`src/rtl/inst_cache_pkg.sv`:
```
// Shared geometry, FSM state codes and constants for the instruction cache.
// Latency: n/a (declarations only). Backpressure: n/a.
// Optional feature macro: ICACHE_PERF_EN adds hit/miss counters to inst_cache.
package inst_cache_pkg;

  localparam int INDEX_W = 6;
  localparam int ADDR_W  = 32;
  localparam int TAG_W   = ADDR_W - INDEX_W - 2;
  localparam int LINES   = 1 << INDEX_W;

  localparam logic        True_v   = 1'b1;
  localparam logic        False_v  = 1'b0;
  localparam logic [31:0] ZeroWord = 32'h0000_0000;

  typedef enum logic [1:0] {
    ICACHE_IDLE = 2'd0,
    ICACHE_REQ  = 2'd1,
    ICACHE_WAIT = 2'd2
  } icache_state_e;

endpackage

```
`src/rtl/inst_cache_if.sv`:
```
// Fetch-side and memory-controller-side signals of the instruction cache.
// Latency: n/a (wiring only). Backpressure: if_busy toward IF, mc_inst_busy from controller.
// slave = the cache itself, master = IF stage plus memory controller.
interface inst_cache_if;
  import inst_cache_pkg::*;

  logic              if_re;
  logic [ADDR_W-1:0] if_addr;
  logic              if_cancel;
  logic              if_flush;
  logic [31:0]       if_data;
  logic              if_valid;
  logic              if_busy;
  logic              mc_inst_re;
  logic [ADDR_W-1:0] mc_inst_addr;
  logic [31:0]       mc_inst_data;
  logic              mc_inst_busy;

  modport slave (
    input  if_re, if_addr, if_cancel, if_flush, mc_inst_data, mc_inst_busy,
    output if_data, if_valid, if_busy, mc_inst_re, mc_inst_addr
  );

  modport master (
    output if_re, if_addr, if_cancel, if_flush, mc_inst_data, mc_inst_busy,
    input  if_data, if_valid, if_busy, mc_inst_re, mc_inst_addr
  );

endinterface

```
`src/rtl/inst_cache_array.sv`:
```
// Direct-mapped tag/valid/data storage: one write port, one combinational lookup, bulk valid clear.
// Latency: lookup is combinational; writes and clears land on the next clock edge.
// Backpressure: none; the caller gates we_i/clr_i with the global ready.
module inst_cache_array
  import inst_cache_pkg::*;
(
  input  logic               clk,
  input  logic               rst,
  input  logic               we_i,
  input  logic               clr_i,
  input  logic [INDEX_W-1:0] widx_i,
  input  logic [TAG_W-1:0]   wtag_i,
  input  logic [31:0]        wdata_i,
  input  logic [INDEX_W-1:0] ridx_i,
  input  logic [TAG_W-1:0]   rtag_i,
  output logic               hit_o,
  output logic [31:0]        rdata_o
);

  logic [LINES-1:0] valid_q;
  logic [TAG_W-1:0] tag_q  [LINES];
  logic [31:0]      data_q [LINES];

  // Valid bits: cleared by reset or flush; clear beats a same-cycle fill.
  always_ff @(posedge clk) begin
    if (rst || clr_i) begin
      valid_q <= '0;
    end else if (we_i) begin
      valid_q[widx_i] <= True_v;
    end
  end

  // Tag and data payload are never reset; the valid bit qualifies them.
  always_ff @(posedge clk) begin
    if (we_i) begin
      tag_q[widx_i]  <= wtag_i;
      data_q[widx_i] <= wdata_i;
    end
  end

  assign hit_o   = valid_q[ridx_i] && (tag_q[ridx_i] == rtag_i);
  assign rdata_o = data_q[ridx_i];

endmodule

```
`src/rtl/inst_cache.sv`:
```
// Direct-mapped one-word-per-line I-cache between IF and the memory controller instruction port.
// Latency: hit 1 cycle; miss 1 + controller arbitration/service + 1 cycles.
// Backpressure: if_busy high during a miss (new requests ignored); waits unbounded on mc_inst_busy; rdy=0 freezes all.
// Optional feature macro: ICACHE_PERF_EN adds perf_hit_cnt / perf_miss_cnt outputs.
module inst_cache
  import inst_cache_pkg::*;
(
  input  logic        clk,
  input  logic        rst,
  input  logic        rdy,
  inst_cache_if.slave bus
`ifdef ICACHE_PERF_EN
  ,
  output logic [31:0] perf_hit_cnt,
  output logic [31:0] perf_miss_cnt
`endif
);

  icache_state_e     state_q, state_d;
  logic              if_valid_q, if_valid_d;
  logic [31:0]       if_data_q, if_data_d;
  logic              if_busy_q, if_busy_d;
  logic              mc_re_q, mc_re_d;
  logic [ADDR_W-1:0] mc_addr_q, mc_addr_d;
  logic              drop_q, drop_d;      // fetch was cancelled: complete the fill, suppress if_valid
  logic              nofill_q, nofill_d;  // flushed mid-miss: forward the word, do not cache it
  logic              arr_we, arr_clr, arr_hit;
  logic [31:0]       arr_rdata;
  logic              lookup_req;
  logic              unused_addr_bits;

  assign lookup_req       = bus.if_re && !bus.if_cancel;
  assign unused_addr_bits = ^{bus.if_addr[1:0], mc_addr_q[1:0]};

  // The fill always targets the latched miss address, not the live fetch address.
  inst_cache_array u_array (
    .clk     (clk),
    .rst     (rst),
    .we_i    (arr_we && rdy),
    .clr_i   (arr_clr && rdy),
    .widx_i  (mc_addr_q[INDEX_W+1:2]),
    .wtag_i  (mc_addr_q[ADDR_W-1:INDEX_W+2]),
    .wdata_i (bus.mc_inst_data),
    .ridx_i  (bus.if_addr[INDEX_W+1:2]),
    .rtag_i  (bus.if_addr[ADDR_W-1:INDEX_W+2]),
    .hit_o   (arr_hit),
    .rdata_o (arr_rdata)
  );

  // Next-state and output decode for the IDLE/REQ/WAIT miss handler.
  always_comb begin
    state_d    = state_q;
    if_valid_d = False_v;
    if_data_d  = if_data_q;
    if_busy_d  = if_busy_q;
    mc_re_d    = mc_re_q;
    mc_addr_d  = mc_addr_q;
    drop_d     = drop_q;
    nofill_d   = nofill_q;
    arr_we     = False_v;
    arr_clr    = False_v;

    // While a miss is in flight, cancel and flush only mark the transaction.
    if (state_q != ICACHE_IDLE) begin
      if (bus.if_cancel) drop_d = True_v;
      if (bus.if_flush) begin
        arr_clr  = True_v;
        nofill_d = True_v;
      end
    end

    unique case (state_q)
      ICACHE_IDLE: begin
        if (bus.if_flush) begin
          arr_clr = True_v;
        end else if (lookup_req) begin
          if (arr_hit) begin
            if_valid_d = True_v;
            if_data_d  = arr_rdata;
          end else begin
            mc_re_d   = True_v;
            mc_addr_d = {bus.if_addr[ADDR_W-1:2], 2'b00};
            if_busy_d = True_v;
            drop_d    = False_v;
            nofill_d  = False_v;
            state_d   = ICACHE_REQ;
          end
        end
      end
      ICACHE_REQ: begin
        if (bus.mc_inst_busy) begin
          mc_re_d = False_v;
          state_d = ICACHE_WAIT;
        end
      end
      ICACHE_WAIT: begin
        if (!bus.mc_inst_busy) begin
          arr_we     = !nofill_q && !bus.if_flush;
          if_valid_d = !drop_q && !bus.if_cancel;
          if_data_d  = bus.mc_inst_data;
          if_busy_d  = False_v;
          drop_d     = False_v;
          nofill_d   = False_v;
          state_d    = ICACHE_IDLE;
        end
      end
      default: state_d = ICACHE_IDLE;
    endcase
  end

  // Register update: reset has priority and also aborts a miss; otherwise advance only when rdy.
  always_ff @(posedge clk) begin
    if (rst) begin
      state_q    <= ICACHE_IDLE;
      if_valid_q <= False_v;
      if_data_q  <= ZeroWord;
      if_busy_q  <= False_v;
      mc_re_q    <= False_v;
      mc_addr_q  <= '0;
      drop_q     <= False_v;
      nofill_q   <= False_v;
    end else if (rdy) begin
      state_q    <= state_d;
      if_valid_q <= if_valid_d;
      if_data_q  <= if_data_d;
      if_busy_q  <= if_busy_d;
      mc_re_q    <= mc_re_d;
      mc_addr_q  <= mc_addr_d;
      drop_q     <= drop_d;
      nofill_q   <= nofill_d;
    end
  end

  // A redirect in the response cycle still kills the word.
  assign bus.if_valid     = if_valid_q && !bus.if_cancel;
  assign bus.if_data      = if_data_q;
  assign bus.if_busy      = if_busy_q;
  assign bus.mc_inst_re   = mc_re_q;
  assign bus.mc_inst_addr = mc_addr_q;

`ifdef ICACHE_PERF_EN
  logic [31:0] hit_cnt_q, miss_cnt_q;
  logic        idle_lookup;

  assign idle_lookup = (state_q == ICACHE_IDLE) && !bus.if_flush && lookup_req;

  // Free-running hit/miss counters, wrapping at 2^32.
  always_ff @(posedge clk) begin
    if (rst) begin
      hit_cnt_q  <= ZeroWord;
      miss_cnt_q <= ZeroWord;
    end else if (rdy && idle_lookup) begin
      if (arr_hit) hit_cnt_q  <= hit_cnt_q + 32'd1;
      else         miss_cnt_q <= miss_cnt_q + 32'd1;
    end
  end

  assign perf_hit_cnt  = hit_cnt_q;
  assign perf_miss_cnt = miss_cnt_q;
`endif

endmodule

```
`src/flat_wrapper.sv`:
```
// flat-port wrapper written by rule: the top's interface ports become plain ports
module inst_cache_flat import inst_cache_pkg::*;
  (clk, rst, rdy, bus_if_re, bus_if_addr, bus_if_cancel, bus_if_flush, bus_mc_inst_data, bus_mc_inst_busy, bus_if_data, bus_if_valid, bus_if_busy, bus_mc_inst_re, bus_mc_inst_addr);
  inst_cache_if bus_i ();
  input  logic clk;
  input  logic rst;
  input  logic rdy;
  input wire logic [$bits(bus_i.if_re)-1:0] bus_if_re;
  input wire logic [$bits(bus_i.if_addr)-1:0] bus_if_addr;
  input wire logic [$bits(bus_i.if_cancel)-1:0] bus_if_cancel;
  input wire logic [$bits(bus_i.if_flush)-1:0] bus_if_flush;
  input wire logic [$bits(bus_i.mc_inst_data)-1:0] bus_mc_inst_data;
  input wire logic [$bits(bus_i.mc_inst_busy)-1:0] bus_mc_inst_busy;
  output wire logic [$bits(bus_i.if_data)-1:0] bus_if_data;
  output wire logic [$bits(bus_i.if_valid)-1:0] bus_if_valid;
  output wire logic [$bits(bus_i.if_busy)-1:0] bus_if_busy;
  output wire logic [$bits(bus_i.mc_inst_re)-1:0] bus_mc_inst_re;
  output wire logic [$bits(bus_i.mc_inst_addr)-1:0] bus_mc_inst_addr;
  assign bus_i.if_re = bus_if_re;
  assign bus_i.if_addr = bus_if_addr;
  assign bus_i.if_cancel = bus_if_cancel;
  assign bus_i.if_flush = bus_if_flush;
  assign bus_i.mc_inst_data = bus_mc_inst_data;
  assign bus_i.mc_inst_busy = bus_mc_inst_busy;
  assign bus_if_data = bus_i.if_data;
  assign bus_if_valid = bus_i.if_valid;
  assign bus_if_busy = bus_i.if_busy;
  assign bus_mc_inst_re = bus_i.mc_inst_re;
  assign bus_mc_inst_addr = bus_i.mc_inst_addr;
  inst_cache u_core (.clk(clk), .rst(rst), .rdy(rdy), .bus(bus_i));
endmodule
```
`config.mk`:
```
export PLATFORM = sky130hd
export DESIGN_NAME = inst_cache_flat
export DESIGN_NICKNAME = d
export VERILOG_FILES = /design/src/rtl/inst_cache_pkg.sv /design/src/rtl/inst_cache_if.sv /design/src/rtl/inst_cache_array.sv /design/src/rtl/inst_cache.sv /design/src/flat_wrapper.sv
export SDC_FILE = /design/constraint.sdc
export NUM_CORES = 2
export LEC_CHECK = 0
export CAP_MARGIN = 20
export CORE_MARGIN = 4
export CORE_UTILIZATION = 40
export DETAILED_ROUTE_END_ITERATION = 16
export PLACE_DENSITY_LB_ADDON = 0.08
export SLEW_MARGIN = 10
export SYNTH_ARGS = -nofsm -noshare
export SYNTH_HDL_FRONTEND = slang
export SYNTH_HIERARCHICAL = 1
export SYNTH_SLANG_ARGS = --single-unit
```
`constraint.sdc`:
```
create_clock -name clk -period 10.5 [get_ports clk]
set_input_delay 1.05 -clock clk [delete_from_list [all_inputs] [get_ports clk]]
set_output_delay 1.05 -clock clk [all_outputs]
set_load 0.05 [all_outputs]
```
==> impl_metrics.toml <==
[cts]
cts_sinks = 3717
cts_tree = "done"
clk_latency_ps = 970
clk_pin_slew_worst_paths_ps = 60
post-cts-setup-buffers = 0
clockBufferDepth = 4
ctsResizeCount = 0
root_buffer = "clkbuf_16"
cts_buffers = 405
holdBufCountCts = 0
cts_max_level = 5

[timing]
drv_slew = 0
timing.final.crit_share_pct = 63.3
worstMarginPinSlew_ps = 1270
period_minus_slack_ps = 6650
setup_violations = 0
hold_viol_final = 0
whs_ps = 458
max_clock_freq_mhz = 150
fin_setup_tns_ps = 0
rsz0062_at_grt = "false"
slew_headroom_pct = 14.5
skew_ps = 62.2

[drt]
ant_nets = 0
drc = 0
drt-initial-drc-count = 8173
wl_mm = 444
dr.pass1.iters = 5
wire_per_inst_um = 38.2
route.vias.total = 70000
vias_per_cell = 6.03

[layout]
nFillCells = 29400
layout_commonest_cell = "edfxtp_1"
instances_no_fill = 11600
regArea_mm2 = 0.110
mostFrequentLayoutCells = "3584 x edfxtp_1, 1033 x mux4_2, 416 x clkbuf_16"
num-nets-final = 6611
multi_input_area_mm2 = 0.0306
drive_gt1_share_pct = 30.3
syn_to_final_growth_pct = 15.0
fin_area_mm2 = 0.164

[global_routing]
grt_max_degree = 124
grt_pass1_vias = 70500
antenna_found_initial = 20
grt_first_pass_wirelength_mm = 605
grt_overflow = 0
grt_usage_pct = 24.0

[place]
post-dp-hpwl_mm = 232
numPortBuffers = 133
placedCellCount = 10800
place_congestion = 0.753
place_area_mm2 = 0.150

[pwr]
p_leak_uw = 0.0530
p_per_area_mw_per_mm2 = 191
p_switching_uw = 6610
switching_share_pct = 21.2
p_int_uw = 24600
seq_power_share_pct = 51.9
power_uw = 31200
power_frac_clock_pct = 44.0
ir_drop_mv = 0.136
share_comb_of_total_power_pct = 4.1

[setup_path]
crit_type = "in2reg"
cp_max_fo = 88
crit_required_ps = 11290
startpoint_type = "input pin"
endpoint_kind = "flip-flop"
worstPathArrival_ps = 7440
r2r_slack_ps = 4790

[synthesis]
ys_seq_area_share_pct = 77.5
ys.flop_type = "edfxtp_1"
synth_area_mm2 = 0.142
syn_inst = 6080
ys_warn_count = 6
synth-async-reset-ratio_pct = 0
synth_cell_types = 73
synth_edf_count = 3584
ys_ff_latch = 3717
postSynthAreaPerCell_um2 = 23.4

[status]
status = "finished, final reports clean"

[floorplan]
die_h_um = 604
fp-row-count = 218
core_area_mm2 = 0.353
design.die.area_mm2 = 0.365
die_w_um = 604
io_pins = 138
start_util_pct = 40.2

[hold_path]
hold_path_class = "reg2reg"

[run]
cap_violations = 0
==> critical path, stage by stage <==
cell	delay [ps]
buf_16	420
buf_4	520
mux4_2	570
o32ai_1	240
nor4_1	130
a211oi_1	1040
xnor2_1	130
nor4_1	330
nand4_1	300
nor4b_2	340
buf_4	230
nor4bb_4	850
a21o_4	650
a211oi_2	150
==> cell usage after synthesis (17+ instances only) <==
| cell type | count | area, um2 |
|---|---|---|
| clkbuf_1 | 137 | 514 |
| edfxtp_1 | 3584 | 108000 |
| a221oi_1 | 25 | 219 |
| mux2i_1 | 118 | 1180 |
| o221ai_1 | 20 | 175 |
| nor2b_1 | 25 | 156 |
| a22o_1 | 17 | 149 |
| a21oi_1 | 74 | 370 |
| buf_2 | 110 | 551 |
| o22ai_1 | 34 | 213 |
| a211oi_2 | 31 | 388 |
| nand2_1 | 68 | 255 |
| nor3_1 | 20 | 100 |
| mux4_2 | 1033 | 23300 |
| nor2_1 | 97 | 364 |
| buf_4 | 33 | 248 |
| dfxtp_1 | 133 | 2660 |
| a22oi_1 | 54 | 405 |
| o21ai_0 | 24 | 120 |
| nand3_1 | 54 | 270 |
| o21ai_1 | 34 | 170 |
| mux2_2 | 25 | 282 |
| o21a_1 | 65 | 488 |
| buf_6 | 34 | 383 |
| buf_1 | 36 | 135 |
| a211oi_1 | 51 | 383 |
==> power groups by stage <==
stage                     sequential [uW]  clock, uW  combinational, uW
after floorplan                     16500          0                737
after global placement              16500          0               1250
after detailed placement            16500          0               1270
after CTS                           16200      14000               1270
after global routing                16200      14700               1340
final                               16200      13700               1260
==> worst paths after layout <==
path	endpoint	depth (start not counted)	start
max	u_core/bus.if_data[7]$_SDFFE_PP0P_	14	bus_if_addr[2]
min	u_core/u_array/valid_q[34]$_SDFFE_PP0P_	1	u_core/u_array/valid_q[34]$_SDFFE_PP0P_
max reg2reg	u_core/bus.if_data[7]$_SDFFE_PP0P_	13	u_core/u_array/tag_q[2][21]$_DFFE_PP_
min reg2reg	u_core/u_array/valid_q[34]$_SDFFE_PP0P_	1	u_core/u_array/valid_q[34]$_SDFFE_PP0P_
==> registers in the layout, summed over array words and instances (netlist names) <==
register,cells
u_core/if_valid_q,1
u_core/state_q,2
u_core/bus.mc_inst_addr,30
u_core/bus.mc_inst_re,1
u_core/u_array/data_q,2048
u_core/bus.if_busy,1
u_core/bus.if_data,32
u_core/drop_q,1
u_core/nofill_q,1
u_core/u_array/valid_q,64
u_core/u_array/tag_q,1536
==> kinds of logic (layout without fill, tap and decap cells) <==
family,Yosys count,in the layout,synth area share [%]
compound gates,468,468,2.41
flops,3717,3717,77.5
simple gates,336,336,1.19
buf+inv,359,1153,1.34
other cells,1,8,0.00264
xor+xnor,23,23,0.142
mux,1176,1176,17.4
==> metrics by stage <==
stage               setup WS, ps  utilization, %
global route                3640            46.3
floorplan                   4940               -
detailed placement          3000            42.6
global placement            2960            42.5
CTS                         4040            46.2
finish                      3850            46.3
==> routing by layer <==
metal  routed length [um]  up-vias  track usage [%]
li1                     -    27200                -
met1               191000    39700             34.8
met2               214000     2590             38.7
met3                27100      573             3.23
met4                11900        2             6.18
met5                   13        -                0
==> layout make-up <==
type	instances	area share, %
Clock buffer	515	6.68
Timing Repair Buffer	405	2.43
Multi-Input combinational cell	2005	18.7
Tap cell	4730	3.62
Clock inverter	227	1.09
Sequential cell	3717	67.4
Inverter	6	0.0153
Antenna cell	6	0.00918
(Power assumes the default switching activity.)
